`config.mk`:
```
export PLATFORM = sky130hd
export DESIGN_NAME = tdm_demux_1to4
export DESIGN_NICKNAME = d
export VERILOG_FILES = /design/src/rtl/tdm_pkg.sv /design/src/rtl/tdm_slot_ctrl.sv /design/src/rtl/tdm_demux_1to4.sv
export SDC_FILE = /design/constraint.sdc
export NUM_CORES = 1
export LEC_CHECK = 0
export BUFFER_PORTS_ARGS = -buffer_cell sky130_fd_sc_hd__clkbuf_2
export CORE_MARGIN = 8
export CORE_UTILIZATION = 45
export DETAILED_ROUTE_END_ITERATION = 8
export GPL_TIMING_DRIVEN = 1
export PLACE_DENSITY = 0.74
export SKIP_LAST_GASP = 1
export SLEW_MARGIN = 20
export SYNTH_ARGS = -nofsm -noshare
export SYNTH_HDL_FRONTEND = slang
export SYNTH_HIERARCHICAL = 1
export SYNTH_SLANG_ARGS = --single-unit
```
`constraint.sdc`:
```
create_clock -name clk -period 2.4 [get_ports clk]
set_input_delay 0.36 -clock clk [delete_from_list [all_inputs] [get_ports clk]]
set_output_delay 0.36 -clock clk [all_outputs]
set_load 0.005 [all_outputs]
```
`src/rtl/tdm_pkg.sv`:
```
// Shared types for the 4-slot TDM receive path.
package tdm_pkg;
    localparam int SLOTS = 4;

    typedef logic [1:0] slot_t;

    typedef enum logic {
        IDLE,
        RUN
    } state_t;
endpackage

```
`src/rtl/tdm_slot_ctrl.sv`:
```
// Frame alignment FSM and slot counter for the TDM demux.
//  state | meaning
//  IDLE  | unaligned, waiting for a beat with frame_sync
//  RUN   | aligned, slot_q is the slot of the next beat
module tdm_slot_ctrl
    import tdm_pkg::*;
#(
    parameter int SYNC_CHECK = 1
) (
    input  logic  clk,
    input  logic  rst,
    input  logic  din_valid,
    input  logic  frame_sync,
    output logic  wr_en,
    output slot_t wr_slot,
    output logic  frame_done,
    output logic  sync_err,
    output slot_t slot
);

    state_t state_q, state_d;
    slot_t  slot_q, slot_d;

    always_ff @(posedge clk or posedge rst) begin
        if (rst) begin
            state_q <= IDLE;
            slot_q  <= '0;
        end else begin
            state_q <= state_d;
            slot_q  <= slot_d;
        end
    end

    always_comb begin
        state_d    = state_q;
        slot_d     = slot_q;
        wr_en      = 1'b0;
        wr_slot    = '0;
        frame_done = 1'b0;
        sync_err   = 1'b0;

        unique case (state_q)
            IDLE: begin
                if (din_valid && frame_sync) begin
                    wr_en   = 1'b1;
                    wr_slot = '0;
                    slot_d  = slot_t'(1);
                    state_d = RUN;
                end
            end
            RUN: begin
                if (din_valid) begin
                    if (frame_sync && slot_q != '0) begin
                        // misplaced sync: restart the frame on this beat
                        sync_err = 1'b1;
                        wr_en    = 1'b1;
                        wr_slot  = '0;
                        slot_d   = slot_t'(1);
                    end else if (!frame_sync && slot_q == '0 && SYNC_CHECK != 0) begin
                        sync_err = 1'b1;
                        slot_d   = '0;
                        state_d  = IDLE;
                    end else begin
                        wr_en      = 1'b1;
                        wr_slot    = slot_q;
                        slot_d     = slot_q + slot_t'(1);
                        frame_done = (slot_q == slot_t'(SLOTS - 1));
                    end
                end
            end
            default: begin
                state_d = IDLE;
                slot_d  = '0;
            end
        endcase
    end

    assign slot = slot_q;

endmodule

```
`src/rtl/tdm_demux_1to4.sv`:
```
// Receive side of the 4-channel TDM link: steers beats to channel registers A..D.
// Optional TDM_DEMUX_SHADOW_EN: stage beats and update all channels together on frame completion.
module tdm_demux_1to4
    import tdm_pkg::*;
#(
    parameter int WIDTH      = 8,
    parameter int SYNC_CHECK = 1,
    parameter int CNT_W      = 8
) (
    input  logic             clk,
    input  logic             rst,
    input  logic [WIDTH-1:0] din,
    input  logic             din_valid,
    input  logic             frame_sync,
    output logic [WIDTH-1:0] ch_a,
    output logic [WIDTH-1:0] ch_b,
    output logic [WIDTH-1:0] ch_c,
    output logic [WIDTH-1:0] ch_d,
    output logic [3:0]       ch_strobe,
    output logic             frame_valid,
    output logic             sync_err,
    output logic [1:0]       slot,
    output logic [CNT_W-1:0] frame_cnt
);

    logic  wr_en;
    slot_t wr_slot;
    logic  frame_done;
    logic  sync_err_c;
    slot_t slot_c;

    tdm_slot_ctrl #(
        .SYNC_CHECK (SYNC_CHECK)
    ) u_slot_ctrl (
        .clk        (clk),
        .rst        (rst),
        .din_valid  (din_valid),
        .frame_sync (frame_sync),
        .wr_en      (wr_en),
        .wr_slot    (wr_slot),
        .frame_done (frame_done),
        .sync_err   (sync_err_c),
        .slot       (slot_c)
    );

    logic [WIDTH-1:0] ch_q [SLOTS];
    logic [3:0]       strobe_q;
    logic             frame_valid_q;
    logic             sync_err_q;
    logic [CNT_W-1:0] frame_cnt_q;

`ifdef TDM_DEMUX_SHADOW_EN
    logic [WIDTH-1:0] stage_q [SLOTS];

    always_ff @(posedge clk or posedge rst) begin
        if (rst) begin
            for (int i = 0; i < SLOTS; i++) begin
                ch_q[i]    <= '0;
                stage_q[i] <= '0;
            end
            strobe_q <= '0;
        end else begin
            strobe_q <= '0;
            if (wr_en) begin
                stage_q[wr_slot] <= din;
            end
            // last beat bypasses staging so all four channels land on the same edge
            if (frame_done) begin
                for (int i = 0; i < SLOTS - 1; i++) begin
                    ch_q[i] <= stage_q[i];
                end
                ch_q[SLOTS-1] <= din;
                strobe_q      <= 4'b1111;
            end
        end
    end
`else
    always_ff @(posedge clk or posedge rst) begin
        if (rst) begin
            for (int i = 0; i < SLOTS; i++) begin
                ch_q[i] <= '0;
            end
            strobe_q <= '0;
        end else begin
            strobe_q <= '0;
            if (wr_en) begin
                ch_q[wr_slot]     <= din;
                strobe_q[wr_slot] <= 1'b1;
            end
        end
    end
`endif

    always_ff @(posedge clk or posedge rst) begin
        if (rst) begin
            frame_valid_q <= 1'b0;
            sync_err_q    <= 1'b0;
            frame_cnt_q   <= '0;
        end else begin
            frame_valid_q <= frame_done;
            sync_err_q    <= sync_err_c;
            if (frame_done) begin
                frame_cnt_q <= frame_cnt_q + 1'b1;
            end
        end
    end

    assign ch_a        = ch_q[0];
    assign ch_b        = ch_q[1];
    assign ch_c        = ch_q[2];
    assign ch_d        = ch_q[3];
    assign ch_strobe   = strobe_q;
    assign frame_valid = frame_valid_q;
    assign sync_err    = sync_err_q;
    assign slot        = slot_c;
    assign frame_cnt   = frame_cnt_q;

endmodule

```
# [Yosys cells after proc, flatten, opt, wreduce, memory -nomap -nowiden]
# Index checks and enable logic that the tools add are counted.
[op_classes] n_div=0 shift=0 reduce_logical=9 muxes=30 addsub=2 mul=0 bitwise_logic=2 eq_ne=3 magnitude_cmp=4
[ops] cell="$bwmux 32" count=1
[ops] cell="$demux 8 s2" count=1
[ops] cell="$mux 1" count=14
[ops] cell="$mux 2" count=7
[ops] cell="$add 8x1->8 const B" count=1
[ops] cell="$mux 8" count=1
[ops] cell="$pmux 2 s2" count=2
[ops] cell="$logic_and 1x1->1" count=5
[ops] cell="$mux 4" count=1
[ops] cell="$pmux 1 s2" count=2
[ops] cell="$ge 3x3->1 const B" count=1
[ops] cell="$lt 2x3->1 const B" count=1
[ops] cell="$lt 3x1->1 const B" count=1
[ops] cell="$not 2->3" count=1
[ops] cell="$add 2x1->2 const B" count=1
[ops] cell="$demux 1 s2" count=1
[ops] cell="$eq 2x2->1 const B" count=1
[ops] cell="$ge 2x1->1 const B" count=1
[ops] cell="$logic_not 2->1" count=1
[ops] cell="$ne 2x1->1 const B" count=1
[ops] cell="$ne 2x2->1 const B" count=1
[ops] cell="$reduce_and 2->1" count=1
[ops] cell="$reduce_bool 2->1" count=1
[ops] cell="$logic_not 1->1" count=1
[ops] cell="$not 1->1" count=1
[totals] latchBits=0 word_cells=60 mem_bits_ro=0 ramBits=0 ff_bits=49 output_inout_bits=48 n_memories=0

# [Longest topological paths before layout]
# Gate-level depths: netlist (run 1).
[depth] ltp_word=12 ltp_mapped=9 depth_no_buf=9

# [Modules after synthesis]
# The synthesis (run 1) kept the hierarchy.
[modules_own_cells] module="tdm_demux_1to4" area_per_inst_um2=1710.4 n_inst=1 cells_each=105 seq_area_each_um2=1151.1
[modules_own_cells] module="tdm_slot_ctrl" area_per_inst_um2=249.0 n_inst=1 cells_each=30 seq_area_each_um2=75.1

# [Worst setup path after synthesis (run 1)]
# No wires, ideal clock.
[synth_timing] kind="register to register" from="register u_slot_ctrl.slot_q[0] (netlist: u_slot_ctrl/slot[0])" to="register ch_q (netlist bit ch_a[0])" setup_time_ns=0.125 path_slack_ns=0.084 path_stages_with_launch=9 t_arrival_ns=2.191 n_path_buf=1 cell_sequence="dfrtp_1 -> inv_1 -> ha_1 -> ha_1 -> nand2b_1 -> a21boi_0 -> nor3b_2 -> buf_4 -> mux2_2"
[synth_between] word_cells_on_any_way=19 cone_classes="2 x order compare; 11 x mux; 1 x bitwise; 5 x reduce/logical"
[synth_rtl] element="start, declared" line_no="tdm_slot_ctrl.sv:22" source="slot_t slot_q, slot_d;"
[synth_rtl] element="start signal, assigned" line_no="tdm_slot_ctrl.sv:30" source="slot_q <= slot_d;"
[synth_rtl] element="$logic_not 2->1" line_no="tdm_slot_ctrl.sv:59" source="end else if (!frame_sync && slot_q == '0 && SYNC_CHECK != 0) begin"
[synth_rtl] element="$logic_and 1x1->1" line_no="tdm_slot_ctrl.sv:59"
[synth_rtl] element="$mux 1" line_no="tdm_slot_ctrl.sv:59"
[synth_rtl] element="$mux 1 *" line_no="tdm_slot_ctrl.sv:53" source="if (frame_sync && slot_q != '0) begin"
[synth_rtl] element="$mux 1 *" line_no="tdm_slot_ctrl.sv:52" source="if (din_valid) begin"
[synth_rtl] element="$pmux 1 s2 *" line_no="tdm_slot_ctrl.sv:42" source="unique case (state_q)"
[synth_rtl] element="named net wr_en" line_no="tdm_demux_1to4.sv:26" source="logic wr_en;"
[synth_rtl] element="end signal, assigned by index" line_no="tdm_demux_1to4.sv:87" source="ch_q[wr_slot] <= din;"
[synth_rtl] element="end, declared" line_no="tdm_demux_1to4.sv:46" source="logic [WIDTH-1:0] ch_q [SLOTS];"
# The timed path passes the listed nets; every way through them passes the cells marked *.
# A chain may end at the register's enable or synchronous reset.

# [Final worst setup path (run 1)]
[layout_timing] from="register u_slot_ctrl.slot_q[1] (netlist: u_slot_ctrl/slot[1])" to="register ch_q (netlist bit ch_c[0])"
[layout_between] elab_chain_cells=12 word_cells_on_any_way=19 cone_classes="2 x order compare; 11 x mux; 1 x bitwise; 5 x reduce/logical"
[layout_lines] element="$logic_not 2->1" line_no="tdm_slot_ctrl.sv:59"
[layout_lines] element="$logic_and 1x1->1" line_no="tdm_slot_ctrl.sv:59"
[layout_lines] element="$mux 2" line_no="tdm_slot_ctrl.sv:59"
[layout_lines] element="$mux 2 *" line_no="tdm_slot_ctrl.sv:53"
[layout_lines] element="$mux 2 *" line_no="tdm_slot_ctrl.sv:52"
[layout_lines] element="$pmux 2 s2 *" line_no="tdm_slot_ctrl.sv:42"
[layout_lines] element="named net wr_slot[0]" line_no="tdm_demux_1to4.sv:27" source="slot_t wr_slot;"
[layout_lines] element="$not 2->3 (implied by the code) *" line_no="tdm_demux_1to4.sv:87"
[layout_lines] element="$ge 3x3->1 (implied by the code) or $lt 3x1->1 (tied branches)" line_no="tdm_demux_1to4.sv:87"
[layout_lines] element="$logic_and 1x1->1 (implied by the code)" line_no="tdm_demux_1to4.sv:87"
[layout_lines] element="$mux 8 (implied by the code)" line_no="tdm_demux_1to4.sv:87"
[layout_lines] element="$demux 8 s2 *" line_no="tdm_demux_1to4.sv:87"
[layout_lines] element="$bwmux 32 *" line_no="tdm_demux_1to4.sv:87"
# Marked as above.

==> results_dict.tcl, run 1 <==
set metrics [dict create \
    outcome "completed" \
    grt_pass1_vias 1313 \
    ys_async_sr_fraction_pct 100 \
    maxSlewHeadroom_pct 74.2 \
    multi_input_comb_area_um2 681 \
    yosysTopAreaCell "dfrtp_1" \
    final.setup_skew_ps 5.65 \
    setup_viol 0 \
    drt-pass1-iter-count 4 \
    synth_area_um2 1960 \
    cp-end-kind "register" \
    cts_buffers 5 \
    place_hpwl_um 3090 \
    max_freq_ghz 0.452 \
    synthTopCellsByCount "dfrtp_1, mux2_2, inv_1, ha_1, nand2_1" \
    syn-mean-instance-area_um2 14.5 \
    ys_seq_area_share_pct 62.6 \
    yosysTopAreaCellShare_pct 62.6 \
    ys.flop_type "dfrtp_1" \
    postRouteAntennaNets 0 \
    cts_resized 0 \
    final-seq-area_um2 1230 \
    critPathLaunchType "register" \
    routed_wl_um 4000 \
    grt_max_degree 30 \
    finalWorstPathRequiredPeriod_ps 2210 \
    grt_pass1_wl_um 6420 \
    syn-num-nets 152 \
    path_clk_slew_ps 90 \
    fillers 376 \
    synthToLayoutAreaGrowth_pct 27.5 \
    dp.cells 253 \
    cts_tree "done" \
    crit_arrival_ps 2400 \
    finalHoldViolCount 0 \
    drive_above_1_share_pct 54.3 \
    rows 24 \
    yosysMostFrequentCell "dfrtp_1" \
    cts_buffer_depth 2 \
    io_buffers 59 \
    gp_congestion 0.779 \
    insertion_delay_ps 300 \
    ir_worst_vdd_mv 0.553 \
    cts.sinks 49 \
    synth_seq_cells 49 \
    final_max_slew_viol_count 0 \
    final_cells 262 \
    r2r_start "u_slot_ctrl/slot[1]$_DFFE_PP0P_" \
    die_w_um 82.0 \
    crit_type "register to register" \
    synth_edf_count 0 \
    ys_warn_count 6 \
    start_util_pct 46.0 \
    hp-class "input port to register" \
    leakage_nw 1.35 \
    p_per_area_nw_per_um2 1170 \
    rsz0062_at_grt "no" \
    h-tree-depth 2 \
    antenna_found_initial 0 \
    min_period_over_period_pct 92.2 \
    min-delay-start "din_valid" \
    ioPinCount 60 \
    drtIter0Drc 34 \
    core-area_um2 4260 \
    drcViolationCount 0 \
    avgViaCountPerCell 4.87 \
    diodes 0 \
    crit_path_max_fanout 9 \
    die-area_um2 6720 \
    tightest_slew_ps 387 \
    die_y_um 82.0 \
    yosysUniqueCellTypes 25 \
    tns_ps 0 \
    grt_overflow_total 0 \
    nets 226 \
    startpoint "u_slot_ctrl/slot[1]$_DFFE_PP0P_" \
    grt_util_all_layers_pct 12.7 \
    num_vias 1276 \
    cts-root-buf "clkbuf_8" \
    max_cap_violations 0 \
    syn_inst 135 \
    cp.required_ps 2590 \
    synth.area.top_cells "dfrtp_1, mux2_2, ha_1" \
    wire_per_inst_um 15.3 \
]
-- critical path, cell delays in order, from the launching register on --
cell and delay, ps:
dfrtp_1 400, inv_1 110, ha_1 180, inv_1 50, ha_1 180, nand3b_1 230, nor3_1 170, buf_4 160
nand3b_2 260, mux2_2 370
-- per-stage QoR --
step           setup slack, ps  hold WS [ps]  power [mW]  area [um2]  util, %
6_report                   188           334        2.93        2500     58.6
5_1_grt                   57.0           343        3.12        2500     58.6
4_1_cts                    162           321        2.98        2500     58.6
3_5_place_dp               190           246        2.37        2370     55.6
3_3_place_gp               256           234        2.34        2370     55.6
2_1_floorplan             84.4           114        1.84        1960        -
-- registers in the layout (all words and copies together) (netlist names) --
name and flops:
frame_valid 1, frame_cnt 8, sync_err 1, ch_d 8, ch_c 8, ch_a 8, u_slot_ctrl/slot 2, ch_b 8
u_slot_ctrl/state_q 1, ch_strobe 4
-- where the power goes --
part	switching (mW)	internal, mW	total, mW
clock network	0.263	0.340	0.603
registers	0.199	1.15	1.34
logic	0.415	0.568	0.983
total	0.877	2.05	2.93
-- layout by cell type, fill, tap and decap left out --
master | netlist | final
a21oi_1 | 1 | 1
o22ai_1 | 1 | 1
nand3b_2 | 2 | 2
buf_4 | 1 | 8
xnor2_1 | 3 | 3
nand3b_1 | 1 | 1
o32a_1 | 1 | 1
nor3b_2 | 1 | 1
nand2b_1 | 2 | 2
o21a_1 | 1 | 1
nand2_1 | 5 | 5
nor3_1 | 3 | 3
inv_1 | 11 | 10
a31oi_1 | 1 | 1
clkbuf_2 | 0 | 59
a21boi_0 | 1 | 1
xor2_1 | 4 | 4
nor2_1 | 4 | 4
dlygate4sd3_1 | 0 | 1
clkbuf_1 | 0 | 1
nand4_1 | 1 | 1
nand3_2 | 1 | 1
bufinv_16 | 0 | 1
ha_1 | 5 | 5
mux2i_1 | 1 | 1
inv_2 | 1 | 2
mux2_2 | 33 | 33
nand4_2 | 1 | 1
dfrtp_1 | 49 | 49
clkbuf_8 | 0 | 6
-- layout make-up --
class,count,share of cell area [%]
clock buffers,7,3.46
clock inverters,1,1.20
inverters,12,1.80
multi-input cells,73,27.2
flip-flops and latches,49,49.1
well taps,52,2.60
repair buffers,68,14.6
-- final timing paths --
| check | to | slack (ps) | depth (start not counted) |
|---|---|---|---|
| hold reg to reg | frame_cnt[7]$_DFFE_PP0P_ | 470 | 1 |
| setup / recovery | ch_c[0]$_DFFE_PP0P_ | 190 | 9 |
| hold / removal | sync_err$_DFF_PP0_ | 330 | 3 |
| min in group asynchronous | u_slot_ctrl/state_q$_DFF_PP0_ | 480 | 3 |
| max in group asynchronous | ch_b[4]$_DFFE_PP0P_ | 1120 | 4 |
| setup reg to reg | ch_c[0]$_DFFE_PP0P_ | 190 | 9 |
-- logic make-up after synthesis --
| family | share of synthesized area, % |
|---|---|
| xor+xnor | 3.13 |
| flops | 62.6 |
| simple gates | 6.77 |
| mux | 19.5 |
| buf+inv | 2.68 |
| fa+ha+maj | 3.19 |
| compound gates | 2.17 |
-- repair_timing --
item                      in CTS  in global routing
buffers inserted               0                  0
hold buffers                   1                  0
hold endpoints to repair       3                  0
-- metal layers --
metal | routed length, um | vias up | global-route usage [%]
met3 | 235 | 5 | 3.72
li1 | - | 608 | -
met1 | 1640 | 636 | 14.7
met2 | 2050 | 27 | 20.2
met4 | 87 | 0 | 7.89
met5 | 0 | - | 0
No activity file was read; power rests on OpenSTA's default activity.
==> run 2: changes to the inputs <==
--- a/config.mk
+++ b/config.mk
@@ -7,10 +7,10 @@
 export LEC_CHECK = 0
 export BUFFER_PORTS_ARGS = -buffer_cell sky130_fd_sc_hd__clkbuf_2
 export CORE_MARGIN = 8
-export CORE_UTILIZATION = 45
+export CORE_UTILIZATION = 54
 export DETAILED_ROUTE_END_ITERATION = 8
 export GPL_TIMING_DRIVEN = 1
-export PLACE_DENSITY = 0.74
+export PLACE_DENSITY = 0.83
 export SKIP_LAST_GASP = 1
 export SLEW_MARGIN = 20
 export SYNTH_ARGS = -nofsm -noshare
==> constraint.sdc (replaced) <==
create_clock -name clk -period 2.6 [get_ports clk]
set_input_delay 0.39 -clock clk [delete_from_list [all_inputs] [get_ports clk]]
set_output_delay 0.39 -clock clk [all_outputs]
set_load 0.005 [all_outputs]
==> results_dict.tcl, run 2 (same netlist as run 1, synthesis figures left out) <==
set metrics [dict create \
    outcome "completed" \
    reg2regPathDepth 8 \
    setup_viol 0 \
    die_w_um 76.2 \
    startpoint "u_slot_ctrl/slot[0]$_DFFE_PP0P_" \
    fillers 288 \
    fin_util_pct 67.4 \
    final_cells 254 \
    place_hpwl_um 3360 \
    wire_per_inst_um 17.5 \
    drive_above_1_share_pct 54.4 \
    tightest_slew_ps 937 \
    whs_ps 287 \
    crit_arrival_ps 2760 \
    drcViolationCount 0 \
    critPathLaunchType "register" \
    final_max_slew_viol_count 0 \
    crit_path_max_fanout 9 \
    path_clk_slew_ps 150 \
    h-tree-depth 2 \
    grt_overflow_total 0 \
    r2r-end "ch_b[6]$_DFFE_PP0P_" \
    gp_congestion 0.756 \
    antenna_found_initial 0 \
    p_per_area_nw_per_um2 1040 \
    core-area_um2 3580 \
    rsz0062_at_grt "no" \
    nets 222 \
    synthToLayoutAreaGrowth_pct 23.2 \
    insertion_delay_ps 370 \
    final.setup_skew_ps 8.87 \
    diodes 0 \
    ff2ff_setup_slack_ps 110 \
    dp.cells 245 \
    hp-class "input port to register" \
    finalWorstPathRequiredPeriod_ps 2490 \
    rows 22 \
    cts-root-buf "clkbuf_4" \
    switchingPower_mw 0.847 \
    num_vias 1323 \
    finalHoldViolCount 0 \
    crit_end "ch_b[6]$_DFFE_PP0P_" \
    p_int_mw 1.67 \
    multi_input_comb_area_um2 691 \
    crit_type "register to register" \
    pwr-share-comb_pct 36.3 \
    start_util_pct 54.8 \
    switching_share_pct 33.6 \
    maxSlewHeadroom_pct 37.5 \
    grt_util_all_layers_pct 15.4 \
    cts.sinks 49 \
    cts_tree "done" \
    cp-end-kind "register" \
    crit_family "simple AND/OR/NAND/NOR gates" \
    grt_pass1_vias 1481 \
    r2r_start "u_slot_ctrl/slot[0]$_DFFE_PP0P_" \
    clkPwrFrac_pct 13.9 \
    min_period_over_period_pct 95.9 \
    die-area_um2 5810 \
    final-seq-area_um2 1230 \
    avgViaCountPerCell 5.21 \
    pwr-share-seq_pct 49.8 \
    ir_worst_vdd_mv 0.648 \
    leakage_nw 1.30 \
    critPathSlowestCell "dfrtp_1" \
    grt_max_degree 47 \
    drtIter0Drc 59 \
    path_depth 8 \
    postRouteAntennaNets 0 \
    cp_num_buf_inv 2 \
    cts_buffers 5 \
    final_common_cell "clkbuf_2" \
    cp.required_ps 2860 \
    grt_pass1_wl_um 7180 \
    routed_wl_um 4450 \
    max_cap_violations 0 \
    io_buffers 59 \
    ioPinCount 60 \
    layout_common_cells "clkbuf_2, dfrtp_1, mux2_2, inv_1" \
    drt-pass1-iter-count 4 \
    cpPeakStageDelay_ps 460 \
    max_freq_ghz 0.401 \
    cts_buffer_depth 2 \
    worstPathCellList "inv_1 -> ha_1 -> inv_1 -> ha_1 -> nand3b_1 -> nor3_2 -> nand3b_2 -> mux2_2" \
    tns_ps 0 \
    post_cts_buffers 0 \
    die_y_um 76.2 \
]
[run 2: final cells by class]
cell class                      count  share of cell area (%)
Sequential cell                    49                    50.8
Multi-Input combinational cell     73                    28.6
Timing Repair Buffer               64                    13.9
Tap cell                           48                    2.49
Inverter                           12                    1.87
Clock buffer                        6                    1.71
Clock inverter                      2                   0.622
[run 2: how the worst min path moves through the flow]
| stage | slack (ps) | to | startpoint | cells after the start |
|---|---|---|---|---|
| 2_1_floorplan | 140 | u_slot_ctrl/slot[0]$_DFFE_PP0P_ | rst | 1 |
| 3_3_place_gp | 260 | u_slot_ctrl/slot[1]$_DFFE_PP0P_ | rst | 2 |
| 3_5_place_dp | 270 | u_slot_ctrl/state_q$_DFF_PP0_ | rst | 2 |
| 4_1_cts | 280 | ch_a[7]$_DFFE_PP0P_ | din[7] | 2 |
| 5_1_grt | 270 | ch_a[7]$_DFFE_PP0P_ | din[7] | 2 |
| 6_report | 290 | ch_a[7]$_DFFE_PP0P_ | din[7] | 2 |
[run 2: per-stage QoR]
| step | instance area (um2) | setup WS (ps) | power [mW] |
|---|---|---|---|
| 3_5_place_dp | 2340 | 7.77 | 2.20 |
| 4_1_cts | 2410 | 127 | 2.54 |
| 6_report | 2410 | 107 | 2.52 |
| 3_3_place_gp | 2340 | 195 | 2.11 |
| 2_1_floorplan | 1960 | 284 | 1.70 |
| 5_1_grt | 2410 | 4.38 | 2.67 |
[run 2: routing by layer]
metal | GRT usage (%) | vias to the layer above | wire, um
li1 | - | 597 | -
met1 | 15.5 | 661 | 1680
met4 | 7.31 | 0 | 130
met2 | 27.3 | 50 | 2400
met3 | 5.66 | 15 | 239
met5 | 0 | - | 0
[run 2: power by group through the flow]
| stage | Sequential (mW) | Clock [mW] | Combinational (mW) |
|---|---|---|---|
| after global routing | 1.29 | 0.383 | 0.994 |
| after detailed placement | 1.27 | 0 | 0.924 |
| after global placement | 1.24 | 0 | 0.871 |
| after floorplan | 1.26 | 0 | 0.437 |
| final | 1.26 | 0.349 | 0.915 |
| after CTS | 1.25 | 0.352 | 0.935 |
[run 2: timing repair]
item | CTS | global route
setup endpoints to repair | 15 | 0
gates resized for setup | 2 | 0
hold endpoints to repair | 3 | 0
hold buffers | 1 | 0
